===== config.mk =====
export PLATFORM = sky130hd
export DESIGN_NAME = bcd_scan_ctrl
export DESIGN_NICKNAME = d
export VERILOG_FILES = /design/src/rtl/bcd_scan_ctrl.sv
export SDC_FILE = /design/constraint.sdc
export NUM_CORES = 1
export LEC_CHECK = 0
export CORE_MARGIN = 2
export CORE_UTILIZATION = 35
export CTS_BUF_LIST = sky130_fd_sc_hd__clkbuf_16
export DETAILED_ROUTE_END_ITERATION = 10
export PLACE_DENSITY_LB_ADDON = 0.15
export SLEW_MARGIN = 0
export SYNTH_ARGS = -nofsm -noshare
export SYNTH_HDL_FRONTEND = slang
export SYNTH_SLANG_ARGS = --single-unit

===== constraint.sdc =====
create_clock -name clk -period 2.1 [get_ports clk]
set_clock_uncertainty 0.2 [all_clocks]
set_input_delay 0.42 -clock clk [delete_from_list [all_inputs] [get_ports clk]]
set_output_delay 0.42 -clock clk [all_outputs]
set_load 0.01 [all_outputs]

===== src/rtl/bcd_scan_ctrl.sv =====
// bcd_scan_ctrl
//   Time-multiplexed scan controller for NDIG seven-segment digits sharing a
//   single BCD-to-7-segment decoder. Holds the displayed value, steps a digit
//   index once per DIV-cycle slot, and drives one-hot digit enables with
//   dead-time, leading-zero blanking and invalid-code blanking. New values are
//   staged in a shadow register and only become visible at a frame boundary.
//
// Ports
//   clk        in   system clock, rising edge
//   rst        in   synchronous reset, active-high
//   load       in   single-cycle strobe: din -> shadow, pending <= 1
//   din        in   4*NDIG BCD value, nibble i is digit i (NDIG-1 = MSD)
//   lz_en      in   leading-zero blanking enable (combinational effect)
//   bcd_code   out  nibble of the current digit, to the shared decoder
//   dig_en     out  one-hot active-high digit enable
//   pending    out  shadow holds a value not yet shown
//   frame_tick out  one-cycle pulse in the first cycle of each frame
module bcd_scan_ctrl #(
    parameter int NDIG      = 4,
    parameter int DIV       = 50000,
    parameter int BLANK_CYC = 2
) (
    input  logic                clk,
    input  logic                rst,
    input  logic                load,
    input  logic [4*NDIG-1:0]   din,
    input  logic                lz_en,
    output logic [3:0]          bcd_code,
    output logic [NDIG-1:0]     dig_en,
    output logic                pending,
    output logic                frame_tick
);

    localparam int CW = $clog2(DIV);
    localparam int IW = (NDIG > 1) ? $clog2(NDIG) : 1;

    logic [CW-1:0]          cnt;
    logic [IW-1:0]          idx;
    logic [NDIG-1:0][3:0]   active;
    logic [NDIG-1:0][3:0]   shadow;
    logic                   ft_q;

    logic                   slot_end;
    logic                   boundary;
    logic [3:0]             cur;
    logic                   upper_nz;
    logic                   blank;

    assign slot_end = (cnt == CW'(DIV - 1));
    assign boundary = slot_end && (idx == IW'(NDIG - 1));

    always_ff @(posedge clk) begin
        if (rst) begin
            cnt     <= '0;
            idx     <= '0;
            active  <= '0;
            shadow  <= '0;
            pending <= 1'b0;
            // Arms the pulse for the first slot after reset; the output is
            // gated by rst so frame_tick reads 0 while reset is held.
            ft_q    <= 1'b1;
        end else begin
            cnt <= slot_end ? '0 : cnt + 1'b1;
            if (slot_end) begin
                idx <= (idx == IW'(NDIG - 1)) ? '0 : idx + 1'b1;
            end
            if (boundary && pending) begin
                active <= shadow;
            end
            // A load coinciding with the boundary keeps pending set: the
            // old shadow moves to active while din becomes the new shadow.
            if (load) begin
                shadow  <= din;
                pending <= 1'b1;
            end else if (boundary) begin
                pending <= 1'b0;
            end
            ft_q <= boundary;
        end
    end

    assign frame_tick = ft_q & ~rst;

    always_comb begin
        cur      = active[idx];
        bcd_code = cur;

        // Any non-zero nibble at or above the current digit keeps it lit.
        upper_nz = 1'b0;
        for (int unsigned i = 0; i < NDIG; i++) begin
            if (i >= 32'(idx) && active[i] != 4'd0) begin
                upper_nz = 1'b1;
            end
        end

        blank = (cur > 4'd9) || (lz_en && (idx != '0) && !upper_nz);

        dig_en = '0;
        if ((cnt >= CW'(BLANK_CYC)) && !blank) begin
            dig_en[idx] = 1'b1;
        end
    end

endmodule


# After elaboration in Yosys (flattened, before gate mapping)
# Index checks and enable logic that the tools add are counted.
# totals
reg_bits	52
input_bits	20
output_inout_bits	10
# classes
addsub	2
magnitude_cmp	7
n_eq_ne	2
muxes	12
bitwise	2
reduce_logical	19
# ops
op	n
adder 16 x 1 -> 16 bit (second input constant)	1
== test 16 bit (second input constant)	1
greater-or-equal comparator 16 x 2 -> 1 bit (second input constant)	1
nonzero test 4 bit	4
logical AND 1 bit	9
binary-select mux 4 bit (select 2 bit)	1
2-to-1 mux 4 bit	2
2-to-1 mux 1 bit	7
greater-or-equal comparator 1 x 2 -> 1 bit (first input constant)	2
> comparator 4 bit (second input constant)	1
nonzero test 2 bit	2
< comparator 2 x 3 -> 1 bit (second input constant)	1
adder 2 x 1 -> 2 bit (second input constant)	1
demux 1 bit (select 2 bit)	1
== test 2 bit (second input constant)	1
greater-or-equal comparator 2 x 1 -> 1 bit (second input constant)	1
greater-or-equal comparator 2 bit (first input constant)	1
logical NOT 1 bit	2
2-to-1 mux 2 bit	1
OR reduction 2 bit	1
bitwise AND 1 bit	1
logical OR 1 bit	1
inverter 1 bit	1

# Depth between registers and ports, before layout
# logic_depth
depth_word	12
ltp_mapped	8
ltp_nobuf	6

# Least setup slack after synthesis
# OpenSTA, ideal clock, no wires.
# synth_timing
kind	register to output
from	reg idx[0]
to	out dig_en[0]
arrival_time_ns	1.795
required_time_ns	1.480
slack_ns	-0.315
path_stages_with_launch	5
n_path_buf	1
cell_sequence	dfxtp_1 -> buf_2 -> mux4_2 -> o21a_1 -> nor4b_1
# synth_via
elab_cells_between_ends	26
cone_classes	order compare: 6; mux: 9; reduce/logical: 11
# synth_lines
item	line	rtl
start: declaration	38	logic [IW-1:0] idx;
start signal: assignment	65	idx <= (idx == IW'(NDIG - 1)) ? '0 : idx + 1'b1;
binary-select mux 4 bit (select 2 bit)	85	cur = active[idx];
2-to-1 mux 4 bit (not written as such)	85	
net bcd_code[2]	28	output logic [3:0] bcd_code,
> comparator 4 bit	96	blank = (cur > 4'd9) || (lz_en && (idx != '0) && !upper_nz);
logical OR 1 bit	96	
logical NOT 1 bit	99	if ((cnt >= CW'(BLANK_CYC)) && !blank) begin
logical AND 1 bit	99	
2-to-1 mux 4 bit	99	
end: declaration	29	output logic [NDIG-1:0] dig_en,
# The timed path passes the listed nets, and every way through them passes these cells. The select of a mux whose other input is x is not followed.

# Final worst setup path
# layout_timing
from	reg idx[0]
to	out dig_en[1]
# layout_via
elab_chain_len	12
elab_cells_between_ends	26
cone_classes	order compare: 6; mux: 9; reduce/logical: 11
# layout_rtl
item	line	rtl
greater-or-equal comparator 1 x 2 -> 1 bit	91	if (i >= 32'(idx) && active[i] != 4'd0) begin
logical AND 1 bit	91	
2-to-1 mux 1 bit (4 in a row)	91	
logical NOT 1 bit	96	
logical AND 1 bit	96	
logical OR 1 bit	96	
logical NOT 1 bit	99	
logical AND 1 bit	99	
2-to-1 mux 4 bit (*)	99	
# Every way passes the cells marked *; elsewhere a longest branch is shown, timed or not. The select of a mux whose other input is x is not followed.

==> flow_metrics.env <==
export IMPL_status="complete, but fails checks"
export IMPL_violations="negative setup slack"
export IMPL_dieArea_mm2=0.00787
export IMPL_synth_area_per_cell_um2=10.1
export IMPL_cp_required_ps=1480
export IMPL_fin_nets=345
export IMPL_synthDistinctLibCells=35
export IMPL_synth_area_top_cells="dfxtp_1 41%, mux2i_1 13%, or2b_1 6.0%"
export IMPL_worstSetupEndpointType="primary output"
export IMPL_clk_pin_slew_worst_paths_ps=70
export IMPL_finalHoldViolations=0
export IMPL_layout_setup_ws_ps=-404
export IMPL_hold_ws_ps=271
export IMPL_wire_per_inst_um=12.8
export IMPL_fin_util_pct=50.4
export IMPL_synthesis_area_mm2=0.00251
export IMPL_netlist_area_leader_share_pct=41.4
export IMPL_pre_cts_ws_ps=-593
export IMPL_intPower_mw=1.67
export IMPL_synth_seq_cells=52
export IMPL_rsz0062_at_grt="true"
export IMPL_power_mw=2.11
export IMPL_top_usage_layer="met2"
export IMPL_p_comb_share_pct=8.5
export IMPL_post_synth_mux_area_share_pct=16.3
export IMPL_whs_path_depth=2
export IMPL_route_detailed_drc=0
export IMPL_grt_usage_pct=15.0
export IMPL_clockBufferDepth=2
export IMPL_synth_most_common_cell="dfxtp_1"
export IMPL_synth_adder_area_share_pct=3.49
export IMPL_finalWirelength_um=5330
export IMPL_route_vias_total=1934
export IMPL_num_rows=30
export IMPL_holdBufCountCts=0
export IMPL_drv_cap=0
export IMPL_dieHeight_um=88.7
export IMPL_synth_top_cells_by_count="52 x dfxtp_1, 32 x mux2i_1, 31 x nor2_1"
export IMPL_clk_latency_ps=290
export IMPL_syn_num_nets=275
export IMPL_grtUsageMet1_pct=16.9
export IMPL_synth_xor_area_share_pct=4.18
export IMPL_arrival_ps=1880
export IMPL_setup_viol_count_final=6
export IMPL_clock_fmax_mhz=399
export IMPL_synth_warnings=0
export IMPL_regArea_mm2=0.00105
export IMPL_switching_share_pct=21.0
export IMPL_fin_crit_sh_pct=119
export IMPL_synthSimpleGateAreaFrac_pct=26.7
export IMPL_via_per_inst=4.66
export IMPL_tightest_slew_ps=442
export IMPL_irDropWorstVdd_v=0.000370
export IMPL_synth_top_family_by_area="simple AND/OR/NAND/NOR gates"
export IMPL_io_buffer_count=29
export IMPL_clock_sinks=52
export IMPL_die_width_um=88.7
export IMPL_slew_violations=0
export IMPL_hold_path_class="reg -> reg"
export IMPL_core_area_mm2=0.00687
export IMPL_place_inst=400
export IMPL_worstHoldStart="shadow[11]"
export IMPL_cp_max_fo=7
export IMPL_grt_pass1_wl_um=8990
export IMPL_numCtsBuffers=5
export IMPL_drive_gt1_share_pct=27.3
export IMPL_reg2reg_to="active[8]"
export IMPL_io_pin_count=30
export IMPL_grt_overflow_total=0
export IMPL_synth_async_sr_flop_share_pct=0
export IMPL_cts_tree="yes"
export IMPL_cp_start_kind="register"
export IMPL_grt_pass1_vias=1899
export IMPL_multi_input_area_mm2=0.00143
export IMPL_drt_first_pass_iters=4
export IMPL_p_switching_mw=0.442
export IMPL_r2r_cells=7
export IMPL_crit_type="reg -> out"
export IMPL_synth_yosys_seq_area_share_pct=41.4
export IMPL_max_slew_margin_pct=70.5
export IMPL_reg2reg_from="cnt[1]"
export IMPL_layoutNonFillerInstCount=415
export IMPL_nFillCells=656
export IMPL_grt_met2_usage_pct=27.5
export IMPL_grt_max_degree=55
export IMPL_place_hpwl_um=3740
export IMPL_period_minus_slack_ps=2500
export IMPL_yosys_area_top_type="dfxtp_1"
export IMPL_antennaDiodeCount=0
export IMPL_place_congestion=0.751
export IMPL_seq_power_share_pct=48.4
export IMPL_ant_nets=0
export IMPL_antenna_found_initial=0
export IMPL_postSynthCellCount=248
export IMPL_power_leakage_nw=1.41
export IMPL_drt_iter0_drc=47
export IMPL_ys_flop_type="dfxtp_1"
export IMPL_power_density_mw_per_mm2=610
export IMPL_met3_usage_pct=4.48
export IMPL_initial_core_util_pct=36.6
export IMPL_area_growth_synth_to_final_pct=37.9
export IMPL_r2r_setup_slack_ps=160
export IMPL_synth_edf_count=0
export IMPL_cts_max_level=2
export IMPL_hold_end="active[11]"
export IMPL_cts_root_buf="clkbuf_16"
export IMPL_clock_power_share_pct=43.1
export IMPL_synth_compound_area_share_pct=2.44
cell families (layout without fill, tap and decap cells):
group / after synthesis / after routing
AOI/OAI and AO/OA: 11 / 11
DFF: 52 / 52
and+or+nand+nor: 109 / 109
adders and majority gates: 7 / 7
xor gates and xnor gates: 12 / 12
muxes: 36 / 36
buffers and inverters: 21 / 92
worst max-delay path by stage:
stage	start	slack [ps]	endpoint
2_1_floorplan	idx[0]	-110	dig_en[0]
3_3_place_gp	idx[0]	-550	dig_en[0]
3_5_place_dp	idx[0]	-590	dig_en[1]
4_1_cts	idx[0]	-420	dig_en[1]
5_1_grt	idx[0]	-470	dig_en[1]
6_report	idx[0]	-400	dig_en[1]
worst max-delay path, stage by stage, from the launching register on:
cell and delay, ps:
dfxtp_4 400, mux4_2 530, o21a_4 270, nor4b_4 230
buf_2 170
power groups by stage:
stage | Clock (mW) | Combinational [mW] | Sequential (mW)
floorplan | 0 | 0.0991 | 1.05
global placement | 0 | 0.185 | 1.05
detailed placement | 0 | 0.188 | 1.05
CTS | 0.932 | 0.184 | 1.02
global route | 0.982 | 0.199 | 1.03
finish | 0.910 | 0.179 | 1.02
metrics by stage:
stage | TNS, ps | cell area [um^2]
floorplan | -289 | 2590
global placement | -2460 | 3230
detailed placement | -2650 | 3230
CTS | -1770 | 3420
global route | -2190 | 3460
finish | -1700 | 3460
placed cells by master, fill, tap and decap left out, types with 2 or more instances in the layout:
cell and n:
a21oi_1 5, and3_1 2, and4_1 4, and4_2 2
and4_4 2, buf_12 3, buf_2 6, buf_4 43
buf_6 6, clkbuf_16 5, clkdlybuf4s50_1 20, dfxtp_1 50
ha_1 7, inv_1 6, mux2i_1 32, mux4_2 4
nand2_1 5, nand2b_1 13, nand3_1 7, nand4_1 7
nor2_1 31, nor2b_1 2, nor4_1 2, nor4_2 3
nor4b_4 4, o21ai_0 3, or2b_1 20, or3_1 2
xnor2_1 2, xor2_1 10
cell type report:
| cell class | instances | area share (%) |
|---|---|---|
| multi-input cells | 175 | 41.2 |
| flip-flops and latches | 52 | 30.2 |
| well taps | 96 | 3.47 |
| repair buffers | 79 | 19.9 |
| clock inverters | 3 | 1.12 |
| inverters | 5 | 0.542 |
| clock buffers | 5 | 3.61 |
routing by layer:
metal,part of all wire (%),up-vias
met5,0,-
met4,1.1,0
met3,2.7,6
met2,52,17
met1,44,910
li1,-,1001
timing repair:
| item | in CTS | in global routing |
|---|---|---|
| setup buffers | 4 | 6 |
| pin swaps | 3 | 1 |
| gates resized for setup | 43 | 2 |
| setup endpoints to repair | 9 | 22 |
sequential cells by signal (all words and copies together), names as in the netlist:
signal / cells
active: 16
ft_q: 1
shadow: 16
cnt: 16
pending: 1
idx: 2
No activity file was read; power rests on OpenSTA's default activity.
